[src/rtl/iob_clint_tick_pkg.sv]
// Shared constants, state encoding and compare arithmetic for the CLINT tick manager.
// Addresses are byte offsets inside the iob_clint register window.
package iob_clint_tick_pkg;

  localparam int unsigned MTIME_LO        = 32'h0000_BFF8;
  localparam int unsigned MTIME_HI        = 32'h0000_BFFC;
  localparam int unsigned CMP_BASE        = 32'h0000_4000;
  localparam int unsigned CMP_STRIDE      = 8;
  localparam int unsigned WAIT_CLR_CYCLES = 4;

  localparam logic [31:0] CMP_HI_MAX = 32'hFFFF_FFFF;

  typedef enum logic [2:0] {
    IDLE          = 3'd0,
    RD_HI1        = 3'd1,
    RD_LO         = 3'd2,
    RD_HI2        = 3'd3,
    WR_CMP_HI_MAX = 3'd4,
    WR_CMP_LO     = 3'd5,
    WR_CMP_HI     = 3'd6,
    WAIT_CLR      = 3'd7
  } tick_state_e;

  // A zero period would rewrite the compare with the current time, so it is promoted to 1.
  function automatic logic [63:0] add_period(input logic [63:0] now, input logic [63:0] period);
    return now + ((period == 64'd0) ? 64'd1 : period);
  endfunction

endpackage

[src/rtl/iob_clint_tick_req.sv]
// Single-transaction IOb initiator: holds a request until accepted, then (for reads)
// waits for rvalid. done_o pulses on write acceptance or read data return.
module iob_clint_tick_req
  import iob_clint_tick_pkg::*;
#(
  parameter int unsigned ADDR_W = 16,
  parameter int unsigned DATA_W = 32
) (
  input  logic                clk_i,
  input  logic                rst_n_i,
  input  logic                cke_i,
  input  logic                start_i,
  input  logic [ADDR_W-1:0]   addr_i,
  input  logic [DATA_W-1:0]   wdata_i,
  input  logic                we_i,
  output logic                iob_avalid_o,
  output logic [ADDR_W-1:0]   iob_addr_o,
  output logic [DATA_W-1:0]   iob_wdata_o,
  output logic [DATA_W/8-1:0] iob_wstrb_o,
  input  logic                iob_rvalid_i,
  input  logic [DATA_W-1:0]   iob_rdata_i,
  input  logic                iob_ready_i,
  output logic                done_o,
  output logic [DATA_W-1:0]   rdata_o
);

  logic              avalid_q, avalid_d;
  logic [ADDR_W-1:0] addr_q, addr_d;
  logic [DATA_W-1:0] wdata_q, wdata_d;
  logic              we_q, we_d;
  logic              rwait_q, rwait_d;
  logic [DATA_W-1:0] rdata_q, rdata_d;
  logic              accept;
  logic              rret;

  always_comb begin
    accept   = avalid_q & iob_ready_i;
    rret     = rwait_q & iob_rvalid_i;
    done_o   = cke_i & ((accept & we_q) | rret);
    rdata_o  = rret ? iob_rdata_i : rdata_q;
    avalid_d = avalid_q;
    addr_d   = addr_q;
    wdata_d  = wdata_q;
    we_d     = we_q;
    rwait_d  = rwait_q;
    rdata_d  = rdata_q;
    if (accept) begin
      avalid_d = 1'b0;
      rwait_d  = ~we_q;
    end
    if (rret) begin
      rwait_d = 1'b0;
      rdata_d = iob_rdata_i;
    end
    // A new start may coincide with the previous completion, giving back-to-back requests.
    if (start_i) begin
      avalid_d = 1'b1;
      addr_d   = addr_i;
      wdata_d  = we_i ? wdata_i : '0;
      we_d     = we_i;
    end
  end

  always_ff @(posedge clk_i) begin
    if (!rst_n_i) begin
      avalid_q <= 1'b0;
      addr_q   <= '0;
      wdata_q  <= '0;
      we_q     <= 1'b0;
      rwait_q  <= 1'b0;
      rdata_q  <= '0;
    end else if (cke_i) begin
      avalid_q <= avalid_d;
      addr_q   <= addr_d;
      wdata_q  <= wdata_d;
      we_q     <= we_d;
      rwait_q  <= rwait_d;
      rdata_q  <= rdata_d;
    end
  end

  assign iob_avalid_o = avalid_q;
  assign iob_addr_o   = addr_q;
  assign iob_wdata_o  = wdata_q;
  assign iob_wstrb_o  = {(DATA_W/8){we_q}};

endmodule

[src/rtl/iob_clint_tick_mgr.sv]
// Periodic mtimecmp reloader: reads mtime glitch-free, adds the period and rewrites
// mtimecmp with the high-word-first safe sequence, on arm and on every serviced mtip.
module iob_clint_tick_mgr
  import iob_clint_tick_pkg::*;
#(
  parameter int unsigned ADDR_W   = 16,
  parameter int unsigned DATA_W   = 32,
  parameter int unsigned HART_ID  = 0,
  parameter int unsigned PERIOD_W = 32
) (
  input  logic                clk_i,
  input  logic                rst_n_i,
  input  logic                cke_i,
  input  logic                en_i,
  input  logic [PERIOD_W-1:0] period_i,
  input  logic                mtip_i,
  output logic                iob_avalid_o,
  output logic [ADDR_W-1:0]   iob_addr_o,
  output logic [DATA_W-1:0]   iob_wdata_o,
  output logic [DATA_W/8-1:0] iob_wstrb_o,
  input  logic                iob_rvalid_i,
  input  logic [DATA_W-1:0]   iob_rdata_i,
  input  logic                iob_ready_i,
  output logic                tick_o,
  output logic                busy_o,
  output logic                overrun_o
);

  localparam logic [ADDR_W-1:0] A_MTIME_LO = ADDR_W'(MTIME_LO);
  localparam logic [ADDR_W-1:0] A_MTIME_HI = ADDR_W'(MTIME_HI);
  localparam logic [ADDR_W-1:0] A_CMP_LO   = ADDR_W'(CMP_BASE + CMP_STRIDE * HART_ID);
  localparam logic [ADDR_W-1:0] A_CMP_HI   = ADDR_W'(CMP_BASE + CMP_STRIDE * HART_ID + 4);
  localparam logic [2:0]        WAIT_LAST  = 3'(WAIT_CLR_CYCLES - 1);

  tick_state_e         state_q, state_d;
  logic                en_q, en_d;
  logic [31:0]         hi1_q, hi1_d;
  logic [31:0]         lo_q, lo_d;
  logic [PERIOD_W-1:0] period_q, period_d;
  logic [63:0]         cmp_q, cmp_d;
  logic [2:0]          wait_q, wait_d;
  logic                overrun_q, overrun_d;

  logic                req_start;
  logic [ADDR_W-1:0]   req_addr;
  logic [DATA_W-1:0]   req_wdata;
  logic                req_we;
  logic                req_done;
  logic [DATA_W-1:0]   req_rdata;
  logic                arm;
  logic                service;
  logic                tick;

  iob_clint_tick_req #(
    .ADDR_W(ADDR_W),
    .DATA_W(DATA_W)
  ) u_req (
    .clk_i       (clk_i),
    .rst_n_i     (rst_n_i),
    .cke_i       (cke_i),
    .start_i     (req_start),
    .addr_i      (req_addr),
    .wdata_i     (req_wdata),
    .we_i        (req_we),
    .iob_avalid_o(iob_avalid_o),
    .iob_addr_o  (iob_addr_o),
    .iob_wdata_o (iob_wdata_o),
    .iob_wstrb_o (iob_wstrb_o),
    .iob_rvalid_i(iob_rvalid_i),
    .iob_rdata_i (iob_rdata_i),
    .iob_ready_i (iob_ready_i),
    .done_o      (req_done),
    .rdata_o     (req_rdata)
  );

  always_comb begin
    state_d   = state_q;
    en_d      = en_i;
    hi1_d     = hi1_q;
    lo_d      = lo_q;
    period_d  = period_q;
    cmp_d     = cmp_q;
    wait_d    = wait_q;
    overrun_d = overrun_q;
    req_start = 1'b0;
    req_addr  = '0;
    req_wdata = '0;
    req_we    = 1'b0;
    tick      = 1'b0;
    arm       = en_i & ~en_q;
    service   = en_i & mtip_i;

    case (state_q)
      IDLE: begin
        if (service || arm) begin
          tick      = service;
          period_d  = period_i;
          req_start = 1'b1;
          req_addr  = A_MTIME_HI;
          state_d   = RD_HI1;
        end
      end
      RD_HI1: begin
        if (req_done) begin
          hi1_d     = req_rdata[31:0];
          req_start = 1'b1;
          req_addr  = A_MTIME_LO;
          state_d   = RD_LO;
        end
      end
      RD_LO: begin
        if (req_done) begin
          lo_d      = req_rdata[31:0];
          req_start = 1'b1;
          req_addr  = A_MTIME_HI;
          state_d   = RD_HI2;
        end
      end
      RD_HI2: begin
        // A changed high word means the low word wrapped between reads; sample again.
        if (req_done) begin
          req_start = 1'b1;
          if (req_rdata[31:0] != hi1_q) begin
            req_addr = A_MTIME_HI;
            state_d  = RD_HI1;
          end else begin
            cmp_d     = add_period({req_rdata[31:0], lo_q}, 64'(period_q));
            req_addr  = A_CMP_HI;
            req_wdata = DATA_W'(CMP_HI_MAX);
            req_we    = 1'b1;
            state_d   = WR_CMP_HI_MAX;
          end
        end
      end
      WR_CMP_HI_MAX: begin
        if (req_done) begin
          req_start = 1'b1;
          req_addr  = A_CMP_LO;
          req_wdata = DATA_W'(cmp_q[31:0]);
          req_we    = 1'b1;
          state_d   = WR_CMP_LO;
        end
      end
      WR_CMP_LO: begin
        if (req_done) begin
          req_start = 1'b1;
          req_addr  = A_CMP_HI;
          req_wdata = DATA_W'(cmp_q[63:32]);
          req_we    = 1'b1;
          state_d   = WR_CMP_HI;
        end
      end
      WR_CMP_HI: begin
        if (req_done) begin
          wait_d  = 3'd0;
          state_d = WAIT_CLR;
        end
      end
      WAIT_CLR: begin
        // mtip still high after the grace window means the new compare is already past.
        if (!mtip_i) begin
          state_d = IDLE;
        end else if (wait_q == WAIT_LAST) begin
          overrun_d = 1'b1;
          state_d   = IDLE;
        end else begin
          wait_d = wait_q + 3'd1;
        end
      end
      default: state_d = IDLE;
    endcase
  end

  always_ff @(posedge clk_i) begin
    if (!rst_n_i) begin
      state_q   <= IDLE;
      en_q      <= 1'b0;
      hi1_q     <= '0;
      lo_q      <= '0;
      period_q  <= '0;
      cmp_q     <= '0;
      wait_q    <= '0;
      overrun_q <= 1'b0;
    end else if (cke_i) begin
      state_q   <= state_d;
      en_q      <= en_d;
      hi1_q     <= hi1_d;
      lo_q      <= lo_d;
      period_q  <= period_d;
      cmp_q     <= cmp_d;
      wait_q    <= wait_d;
      overrun_q <= overrun_d;
    end
  end

  assign tick_o    = tick & rst_n_i & cke_i;
  assign busy_o    = (state_q != IDLE);
  assign overrun_o = overrun_q;

endmodule

[config.mk]
export PLATFORM = sky130hd
export DESIGN_NAME = iob_clint_tick_mgr
export DESIGN_NICKNAME = d
export VERILOG_FILES = /design/src/rtl/iob_clint_tick_pkg.sv /design/src/rtl/iob_clint_tick_req.sv /design/src/rtl/iob_clint_tick_mgr.sv
export SDC_FILE = /design/constraint.sdc
export NUM_CORES = 1
export LEC_CHECK = 0
export CORE_ASPECT_RATIO = 0.9
export CORE_MARGIN = 2
export CORE_UTILIZATION = 50
export DETAILED_ROUTE_END_ITERATION = 6
export GPL_ROUTABILITY_DRIVEN = 0
export PLACE_DENSITY = 0.76
export SLEW_MARGIN = 30
export SYNTH_ARGS = -nofsm -noshare
export SYNTH_HDL_FRONTEND = slang
export SYNTH_HIERARCHICAL = 1
export SYNTH_SLANG_ARGS = --single-unit
[constraint.sdc]
create_clock -name clk_i -period 5.7 [get_ports clk_i]
set_clock_uncertainty 0.05 [all_clocks]
set_input_delay 0.855 -clock clk_i [delete_from_list [all_inputs] [get_ports clk_i]]
set_output_delay 0.855 -clock clk_i [all_outputs]
set_load 0.02 [all_outputs]
==> results.md <==
* Status: finished, final reports clean
* Final period util at 75.7%
* CTS tree: done
* Antenna Nets Post-Route at 0
* CTS Buffer Depth at 3
* Fillers at 2,409
* Final #Nets at 1,837
* TritonCTS Buffers at 26
* First-pass GRT wire length at 62,800 µm
* Final Hold Viols at 0
* CP max-delay cell: mux2_2
* Top post-synthesis cells by area: dfxtp_1 (36%), nand2_1 (9.4%), a21oi_1 (6.4%)
* Number of buffers inserted by hold repair at cts at 0
* Die width at 180 µm
* LEAKAGE at 5.83 nW
* Via count at 12,700
* Clk Tree Root Cell: clkbuf_16
* Clk sinks at 251
* Final HPWL DP at 28,600 µm
* Tmin final at 4320 ps
* Routed WL at 39,700 µm
* I/O Pins at 127
* Via/cell ratio at 6.04
* Total gr overflow at 0
* Post-CTS resize count at 0
* Total GRT Usage at 26.3%
* Yosys reg bits at 251
* Post-synth EDFFs at 0
* Critical-path cell list: clkdlybuf4s50_1, nand2_1, buf_4, mux2_2, xor2_1, nor4_1, nand4_1, nor2_1, and3_1, nand2_1, buf_4, nand2_1, buf_4, nand4_1, a21boi_1
* WP data required at 6110 ps
* Die Y at 162 µm
* Wire per inst at 18.9 µm
* Row cnt at 57
* Dpl ws at 975 ps
* Number of max-cap violations at 0
* Worst Path Arrival at 4730 ps
* Maximum fanout along the worst path at 34
* Worst-Margin Slew at 835 ps
* RSZ-0062 raised after global routing: false
* Core Footprint at 27,200 µm²
* Delay-heaviest family, CP: simple AND/OR/NAND/NOR gates
* Startpoint Class: primary input
* Top-area cell type share of the netlist area at 36.1%
* Clk Latency, worst-skew pair at 540 ps
* Post-synth top area cell: dfxtp_1
* Number of post-CTS setup repair buffers at 0
* Crit path buffers/inverters at 4
* Worst Setup End Kind: flop
* Layout cell share with drive strength beyond 1 at 9.38%
* Async SR Flop Fraction at 0%
* CTS H-tree depth at 1
* Port bufs at 126
* Area delta synth->final at 14.5%
* Pwr/cell area at 244 nW/µm²
* Worst-path clk slew at 60 ps
* Largest net degree at the start of global routing at 81
* DRC viols at 0
* Maximum vdd ir drop at 0.000216 V
* Syn Area/Cell at 8.05 µm²
* CP max stage delay at 470 ps
* DR iter-0 viols at 1,536
* Kind of critical path: primary input to flop
* Fmax at 232 MHz
* Top FF cell, synth: dfxtp_1
* Setup TNS Final at 0 ps
* Final worst slack at 1380 ps
* Register area share after synthesis at 36.1%
* Vias in the first global route at 11,700
* Initial cell density of the core at 51.2%
* Initial DRT Pass Iterations at 5
* Full die area at 29,200 µm²
* Mapped Area at 13,900 µm²
* Cells after Synth at 1,730
* Final Slew Violations at 0
* YS warnings at 6
* Initial antenna violation count at 1
* Rel. slew slack at 44.2%
* Final setup fails at 0
* Yosys cell types at 71
* Min-Delay Path Class: flop to flop
==> cell usage after synthesis, types with 3 or more instances <==
master    instances
a21oi_1         179
nor2b_1           6
buf_1             3
mux2i_1          67
and3_1           32
o21a_1           24
o21bai_1          5
and4_1            5
mux2_2           33
nor3_1            9
xnor2_1          33
o211ai_1          7
buf_2            42
inv_1            16
a21o_1           12
a21boi_0         19
and2_1            5
o31ai_1           4
a31oi_1          13
ha_1             34
buf_6             5
o41ai_1           3
a21boi_1         32
xor2_1           43
or2_2             3
a311oi_1          3
buf_4            16
nor4_1           22
clkbuf_1        113
o21ai_0          93
nand3_1          30
nor2_1           43
a211oi_2          8
a41oi_1           4
nand2b_1          6
a211oi_1         18
nand2_1         350
o211a_1           3
nand4_1          55
or3_1            11
dfxtp_1         251
a21bo_2          33
==> cell usage in the layout (no fill, tap or decap), types with 11 or more instances in the layout <==
master / n
nand2_1: 350
dfxtp_1: 250
a21oi_1: 179
clkdlybuf4s50_1: 124
o21ai_0: 91
mux2i_1: 67
nand4_1: 55
xor2_1: 43
nor2_1: 42
ha_1: 34
xnor2_1: 33
mux2_2: 33
a21bo_2: 33
a21boi_1: 32
and3_1: 31
nand3_1: 30
clkbuf_16: 27
o21a_1: 24
buf_4: 24
nor4_1: 22
a21boi_0: 19
a211oi_1: 18
inv_1: 16
a31oi_1: 13
a21o_1: 12
or3_1: 11
==> registers in the layout, summed over array words and instances, names as in the netlist <==
register / cells
u_req/rwait_q: 1
hi1_q: 32
u_req/rdata_q: 32
period_q: 32
wait_q: 3
u_req/iob_avalid_o: 1
state_q: 3
u_req/iob_addr_o: 16
lo_q: 32
en_q: 1
overrun_o: 1
cmp_q: 64
u_req/iob_wdata_o: 32
u_req/we_q: 1
==> layer usage <==
layer,global-route usage [%],vias to the layer above,part of all wire (%)
met1,37.1,5939,44
met4,10.5,0,3.9
met5,0,-,0
li1,-,6062,-
met3,5.04,110,9.2
met2,39.8,588,42
==> final timing paths <==
path	start	end	slack (ps)	cells after the start
setup / recovery	iob_rvalid_i	u_req/iob_wdata_o[7]$_SDFFE_PN0P_	1380	15
hold / removal	cmp_q[5]$_SDFFE_PN0P_	cmp_q[5]$_SDFFE_PN0P_	400	2
setup reg to reg	period_q[1]$_SDFFE_PN0P_	cmp_q[42]$_SDFFE_PN0P_	1470	13
hold reg to reg	cmp_q[5]$_SDFFE_PN0P_	cmp_q[5]$_SDFFE_PN0P_	400	2
==> worst min-delay path, delay by kind of cell (launching register included) <==
family | cells | cell delay (ps)
simple gates | 1 | 50
compound gates | 1 | 50
flops | 1 | 310
==> where the power goes <==
part           internal [W]  leakage [nW]  switching, W
clock               0.00108         0.447      0.000705
combinational      0.000131          3.35      0.000190
sequential          0.00177          2.03     0.0000165
total               0.00299          5.83      0.000912
==> logic make-up after synthesis <==
kind of cell / synth area share, %
AO/OA/AOI/OAI: 22.6
XOR/XNOR: 4.78
adder cells (fa/ha/maj): 3.20
buffers and inverters: 6.36
flip-flops: 36.1
multiplexers: 7.48
other: 0.0269
AND/OR/NAND/NOR: 19.5
==> cell type report <==
class / count / area, µm² / share of cell area (%)
Multi-Input combinational cell: 1284 / 8040 / 50.4
Sequential cell: 251 / 5030 / 31.5
Timing Repair Buffer: 151 / 1480 / 9.29
Clock buffer: 33 / 728 / 4.57
Tap cell: 354 / 443 / 2.78
Clock inverter: 12 / 168 / 1.05
Inverter: 17 / 66.3 / 0.416
Antenna cell: 1 / 2.50 / 0.0157
==> through the flow <==
step           util (%)  area (µm²)  hold WS, ps  instances  power, W
2_1_floorplan         -       13900          381       1731   0.00203
3_3_place_gp       55.2       15000          388       2055   0.00213
3_5_place_dp       55.4       15100          397       2057   0.00215
4_1_cts            58.7       15900          404       2102   0.00392
5_1_grt            58.7       15900          424       2102   0.00402
6_report           58.7       16000          403       2103   0.00390
No activity file was read; power rests on OpenSTA's default activity.
